===== src/rtl/dc_mem_resp_if.sv =====
// Data-side SRAM-like bus between the DC memory responder (master) and the data bus arbiter (slave).
interface dc_mem_resp_if;
  logic        data_req;
  logic        data_wr;
  logic [1:0]  data_size;
  logic [31:0] data_addr;
  logic [31:0] data_wdata;
  logic        data_addr_ok;
  logic        data_data_ok;
  logic [31:0] data_rdata;

  modport master (
    output data_req, data_wr, data_size, data_addr, data_wdata,
    input  data_addr_ok, data_data_ok, data_rdata
  );

  modport slave (
    input  data_req, data_wr, data_size, data_addr, data_wdata,
    output data_addr_ok, data_data_ok, data_rdata
  );
endinterface


===== src/rtl/dc_mem_resp.sv =====
// DC-stage data memory responder: one outstanding bus access, result valid two cycles after accept on a zero-wait bus.
// Holds the pipe via stallreq while in flight; the result is held in DONE for as long as pipe_hold is high.
module dc_mem_resp #(
  parameter int TIMEOUT = 255,
  parameter int TO_W    = 8
) (
  input  logic              clk,
  input  logic              rst,
  input  logic              req_en,
  input  logic              req_we,
  input  logic [1:0]        req_size,
  input  logic              req_unsigned,
  input  logic [31:0]       req_addr,
  input  logic [31:0]       req_wdata,
  input  logic              pipe_hold,
  output logic              stallreq,
  output logic              resp_valid,
  output logic [31:0]       resp_rdata,
  output logic              resp_err,
  dc_mem_resp_if.master     bus
);

  typedef enum logic [1:0] {
    IDLE = 2'd0,
    ADDR = 2'd1,
    DATA = 2'd2,
    DONE = 2'd3
  } state_t;

  state_t      state;
  state_t      state_nx;
  logic        lat_we;
  logic [1:0]  lat_size;
  logic        lat_uns;
  logic [31:0] lat_addr;
  logic [31:0] lat_wdata;
  logic [TO_W-1:0] to_cnt;
  logic        capture;
  logic        timeout;
  logic        to_last;
  logic [7:0]  byte_sel;
  logic [15:0] half_sel;
  logic [31:0] load_ext;

  localparam logic [TO_W-1:0] TO_LAST = TO_W'(TIMEOUT - 1);

  assign to_last = (to_cnt == TO_LAST);

  always_comb begin
    state_nx = state;
    capture  = 1'b0;
    timeout  = 1'b0;
    case (state)
      IDLE: if (req_en) state_nx = ADDR;
      ADDR: begin
        if (bus.data_addr_ok && bus.data_data_ok) begin
          state_nx = DONE;
          capture  = 1'b1;
        end else if (bus.data_addr_ok) begin
          state_nx = DATA;
        end
      end
      DATA: begin
        if (bus.data_data_ok) begin
          state_nx = DONE;
          capture  = 1'b1;
        end
      end
      DONE: if (!pipe_hold) state_nx = IDLE;
      default: state_nx = IDLE;
    endcase
    // A completion landing on the last allowed cycle still wins over the timeout.
    if ((state == ADDR || state == DATA) && !capture && to_last) begin
      state_nx = DONE;
      timeout  = 1'b1;
    end
  end

  always_comb begin
    byte_sel = bus.data_rdata[7:0];
    case (lat_addr[1:0])
      2'd0: byte_sel = bus.data_rdata[7:0];
      2'd1: byte_sel = bus.data_rdata[15:8];
      2'd2: byte_sel = bus.data_rdata[23:16];
      default: byte_sel = bus.data_rdata[31:24];
    endcase
    half_sel = lat_addr[1] ? bus.data_rdata[31:16] : bus.data_rdata[15:0];
    case (lat_size)
      2'd0:    load_ext = {{24{~lat_uns & byte_sel[7]}}, byte_sel};
      2'd1:    load_ext = {{16{~lat_uns & half_sel[15]}}, half_sel};
      default: load_ext = bus.data_rdata;
    endcase
  end

  always_ff @(posedge clk) begin
    if (!rst) begin
      state      <= IDLE;
      lat_we     <= 1'b0;
      lat_size   <= 2'd0;
      lat_uns    <= 1'b0;
      lat_addr   <= 32'd0;
      lat_wdata  <= 32'd0;
      to_cnt     <= '0;
      resp_rdata <= 32'd0;
      resp_err   <= 1'b0;
    end else begin
      state <= state_nx;
      if (state == IDLE && req_en) begin
        lat_we    <= req_we;
        lat_size  <= req_size;
        lat_uns   <= req_unsigned;
        lat_addr  <= req_addr;
        lat_wdata <= req_wdata;
        to_cnt    <= '0;
      end else if (state == ADDR || state == DATA) begin
        to_cnt <= to_cnt + 1'b1;
      end
      if (capture) begin
        resp_rdata <= lat_we ? 32'd0 : load_ext;
        resp_err   <= 1'b0;
      end else if (timeout) begin
        resp_rdata <= 32'd0;
        resp_err   <= 1'b1;
      end else if (state == DONE && !pipe_hold) begin
        resp_err <= 1'b0;
      end
    end
  end

  // Stall in the accept cycle itself so the DC stage freezes before the bus is even asked.
  assign stallreq   = (state == IDLE && req_en && rst) || state == ADDR || state == DATA;
  assign resp_valid = (state == DONE);

  assign bus.data_req   = (state == ADDR);
  assign bus.data_wr    = lat_we;
  assign bus.data_size  = lat_size;
  assign bus.data_addr  = lat_addr;
  assign bus.data_wdata = lat_wdata;

endmodule


===== src/flat_wrapper.sv =====
// flat-port wrapper written by rule: the top's interface ports become plain ports
module dc_mem_resp_flat 
#(
  parameter int TIMEOUT = 255,
  parameter int TO_W    = 8
)
  (clk, rst, req_en, req_we, req_size, req_unsigned, req_addr, req_wdata, pipe_hold, stallreq, resp_valid, resp_rdata, resp_err, bus_data_req, bus_data_wr, bus_data_size, bus_data_addr, bus_data_wdata, bus_data_addr_ok, bus_data_data_ok, bus_data_rdata);
  dc_mem_resp_if bus_i ();
  input  logic clk;
  input  logic rst;
  input  logic req_en;
  input  logic req_we;
  input  logic [1:0] req_size;
  input  logic req_unsigned;
  input  logic [31:0] req_addr;
  input  logic [31:0] req_wdata;
  input  logic pipe_hold;
  output logic stallreq;
  output logic resp_valid;
  output logic [31:0] resp_rdata;
  output logic resp_err;
  output wire logic [$bits(bus_i.data_req)-1:0] bus_data_req;
  output wire logic [$bits(bus_i.data_wr)-1:0] bus_data_wr;
  output wire logic [$bits(bus_i.data_size)-1:0] bus_data_size;
  output wire logic [$bits(bus_i.data_addr)-1:0] bus_data_addr;
  output wire logic [$bits(bus_i.data_wdata)-1:0] bus_data_wdata;
  input wire logic [$bits(bus_i.data_addr_ok)-1:0] bus_data_addr_ok;
  input wire logic [$bits(bus_i.data_data_ok)-1:0] bus_data_data_ok;
  input wire logic [$bits(bus_i.data_rdata)-1:0] bus_data_rdata;
  assign bus_data_req = bus_i.data_req;
  assign bus_data_wr = bus_i.data_wr;
  assign bus_data_size = bus_i.data_size;
  assign bus_data_addr = bus_i.data_addr;
  assign bus_data_wdata = bus_i.data_wdata;
  assign bus_i.data_addr_ok = bus_data_addr_ok;
  assign bus_i.data_data_ok = bus_data_data_ok;
  assign bus_i.data_rdata = bus_data_rdata;
  dc_mem_resp #(.TIMEOUT(TIMEOUT), .TO_W(TO_W)) u_core (.clk(clk), .rst(rst), .req_en(req_en), .req_we(req_we), .req_size(req_size), .req_unsigned(req_unsigned), .req_addr(req_addr), .req_wdata(req_wdata), .pipe_hold(pipe_hold), .stallreq(stallreq), .resp_valid(resp_valid), .resp_rdata(resp_rdata), .resp_err(resp_err), .bus(bus_i));
endmodule

===== config.mk =====
export PLATFORM = sky130hd
export DESIGN_NAME = dc_mem_resp_flat
export DESIGN_NICKNAME = d
export VERILOG_FILES = /design/src/rtl/dc_mem_resp_if.sv /design/src/rtl/dc_mem_resp.sv /design/src/flat_wrapper.sv
export SDC_FILE = /design/constraint.sdc
export NUM_CORES = 1
export LEC_CHECK = 0
export CORE_MARGIN = 2
export CORE_UTILIZATION = 45
export DETAILED_ROUTE_END_ITERATION = 8
export GPL_TIMING_DRIVEN = 0
export PLACE_DENSITY = 0.95
export SLEW_MARGIN = 20
export SYNTH_ARGS = -nofsm -noshare
export SYNTH_HDL_FRONTEND = slang
export SYNTH_SLANG_ARGS = --single-unit
export TNS_END_PERCENT = 30

===== constraint.sdc =====
create_clock -name clk -period 4.1 [get_ports clk]
set_clock_uncertainty 0.2 [all_clocks]
set_input_delay 1.025 -clock clk [delete_from_list [all_inputs] [get_ports clk]]
set_output_delay 1.025 -clock clk [all_outputs]
set_load 0.01 [all_outputs]

==> run summary <==
Unrepaired setup endpoints after global routing: false
Max-slew headroom: 0.5033
Final Hold Fails: 0
Number of global-route vias before repair: 4,603
Arr. time, crit path: 2730 ps
Outcome: completed
Drt initial violations: 179
Synthesized instance count: 413
Slowest CP cell: clkdlybuf4s50_1
DIE WIDTH: 104.2 um
Clock sink count: 111
Routed vias: 4,377
Fmax achieved: 253.0 MHz
Primary FF master, synth: dfxtp_1
CP endpoint kind: output port
Crit Path Class: input port to output port
Number of CTS-inserted buffers: 9
Die Outline Area: 10,860 um^2
Synth Cell Area: 4518 um^2
Pwr dens: 488.1 nW/um^2
Post-Route WL: 14,890 um
Layout cells sized above 1: 0.07813
CTS Hold Bufs: 0
Dpl cells: 754
Minimum clock period: 3952 ps
Remaining antenna violation count: 0
# port buffers: 208
Maxcap violations: 0
Synthesis-to-layout area growth: 54.58%
Total power: 3.409 mW
Worst path cell trace: clkdlybuf4s50_1 > inv_2 > nor2_4 > buf_4 > or3_1 > clkdlybuf4s50_1
Largest net degree at the start of global routing: 18
Longest Clk Path Bufs: 2
Final Cycle Share: 0.9640
Synth Register Bits: 111
Post-DP HPWL: 11,370 um
Max-slew violations: 0
Core area: 9774 um^2
Pleak: 2.607 nW
Worst skew pair latency: 370 ps
CP Launch Type: input port
Starting density of the core: 0.4622
Crit path top cell by count: clkdlybuf4s50_1
Seq/Total Area, Yosys: 0.4918
Yosys warns: 0
Drt pass-1 iters: 5
Die Ht: 104.2 um
Nets: 748
Mapped Nets: 526
Hold Worst Slack: 272.7 ps
# diodes: 0
Unique masters post-synth: 45
Area after DPL: 6766 um^2
Crit Path Max Fanout: 10
IO Pins: 209
First-pass GRT wire length: 23,630 um
Root Driver: clkbuf_8
Final core occ: 0.7145
H-tree levels: 3
Initial antenna violation count: 0
Data required, critical path: 2870 ps
Worst Tran Pin Value: 741.0 ps
Clock transition at the registers of the reported paths: 100 ps
Fill count: 682
Worst hold path type: flop to flop
Remaining Overflow, GRT: 0
Vias per cell: 5.662
Final Cell Area: 6984 um^2
Max IR drop VDD: 0.2743 mV
Drc violations: 0
Cell Count, Final, Fillers Out: 773
Ys async rst share: 0
Post-synth EDFFs: 0
Mean Syn Cell Area: 10.94 um^2
WL/cell: 19.27 um
Final Wtd Congestion: 0.9052
CP peak stage delay: 510 ps
Total track usage: 0.2712
Rows: 36
Final setup violation count: 0
CTS tree: done
==> path summary, 6_finish.rpt <==
check | from | slack [ps] | endpoint | cells after the start
hold reg to reg | u_core.resp_rdata[31]$_SDFFE_PN0P_ | 270 | u_core.resp_rdata[31]$_SDFFE_PN0P_ | 1
setup reg to reg | u_core.state[0]$_SDFFE_PN0P_ | 1720 | u_core.resp_rdata[6]$_SDFFE_PN0P_ | 7
hold / removal | u_core.resp_rdata[31]$_SDFFE_PN0P_ | 270 | u_core.resp_rdata[31]$_SDFFE_PN0P_ | 1
setup / recovery | rst | 150 | stallreq | 6
==> cell usage after synthesis (all sizes together) (2+ instances only) <==
master   count  area [um^2]
a211oi       9        67.56
a21o         2        15.01
a21oi        7        35.03
a221o        7        70.07
a221oi       8        70.07
a22o        75        656.9
a31oi        8        50.05
buf         19        112.6
clkbuf      16        65.06
dfxtp      111         2222
ha           7        87.58
inv         13        48.80
mux2         3        33.78
mux2i       25        254.0
nand2       14        52.55
nand2b       2        12.51
nand3b       2        15.01
nand4        7        50.05
nor2         9        33.78
nor2b        5        31.28
nor4b        7        61.31
o21ai        5        25.02
o22ai        9        70.07
o2bb2ai     23        201.4
or3          5        36.28
xor2         4        35.03
==> metrics by stage <==
stage               TNS, ps  setup slack, ps
floorplan                 0             1124
global placement     -202.1           -202.1
detailed placement   -238.6           -238.6
CTS                       0            43.30
global route              0            69.73
finish                    0            147.5
==> state kept, by name, indices dropped and copies added, names as in the netlist <==
signal                 count
u_core.lat_uns             1
u_core.resp_err            1
u_core.bus.data_size       2
u_core.resp_rdata         32
u_core.bus.data_wr         1
u_core.state               2
u_core.to_cnt              8
u_core.bus.data_addr      32
u_core.bus.data_wdata     32
==> cell type report <==
cell class                 instances  area [um^2]  area share
sequential                       111         2222      0.3182
timing repair buffer             211         2105      0.3013
multi-input combinational        254         2077      0.2974
buffer                            35        180.2     0.02580
tap                              133        166.4     0.02383
clock buffer                      13        158.9     0.02275
inverter                          13        48.80    0.006987
clock inverter                     3        26.28    0.003762
==> critical path: cells and delay by family <==
family | cells | cell delay [ps]
and+or+nand+nor | 2 | 360
buffers and inverters | 4 | 1330
==> power by group <==
| group | internal, mW | total [mW] | switching, mW |
|---|---|---|---|
| Sequential | 1.26 | 1.39 | 0.127 |
| Clock | 0.260 | 0.627 | 0.367 |
| Combinational | 0.727 | 1.40 | 0.668 |
| Total | 2.25 | 3.41 | 1.16 |
==> repair_timing <==
action | 4_1_cts | 5_1_grt
buffers inserted | 0 | 3
gates resized for setup | 3 | 1
endpoints found under the hold margin | 0 | 0
pin swaps | 0 | 1
setup endpoints to repair | 1 | 1
==> metal layers <==
metal | part of all wire | GRT usage | up-vias
met1 | 0.40 | 0.3145 | 2093
met2 | 0.50 | 0.4784 | 216
li1 | - | - | 2040
met4 | 0.021 | 0.1091 | 0
met3 | 0.071 | 0.06767 | 28
met5 | 0 | 0 | -
==> layout by cell type, fill, tap and decap left out, types with 7 or more instances in the layout <==
master and n:
nand2_1 14, o2bb2ai_1 23, o22ai_1 8, nor4b_1 7, a22o_1 75, a21oi_1 7
a31oi_1 8, inv_1 12, clkdlybuf4s50_1 208, dfxtp_1 111, a221o_1 7, clkbuf_1 16
a211oi_1 9, buf_2 14, ha_1 7, nor2_1 8, a221oi_1 8, clkbuf_8 11
mux2i_1 24
==> cell families after synthesis <==
group | count (synthesis) | synth area share
AO/OA/AOI/OAI | 159 | 0.2941
XOR/XNOR | 5 | 0.009692
adder cells (fa/ha/maj) | 7 | 0.01938
buffers and inverters | 48 | 0.05012
flip-flops | 111 | 0.4918
multiplexers | 28 | 0.06369
AND/OR/NAND/NOR | 55 | 0.07117
No activity file was read; power rests on OpenSTA's default activity.
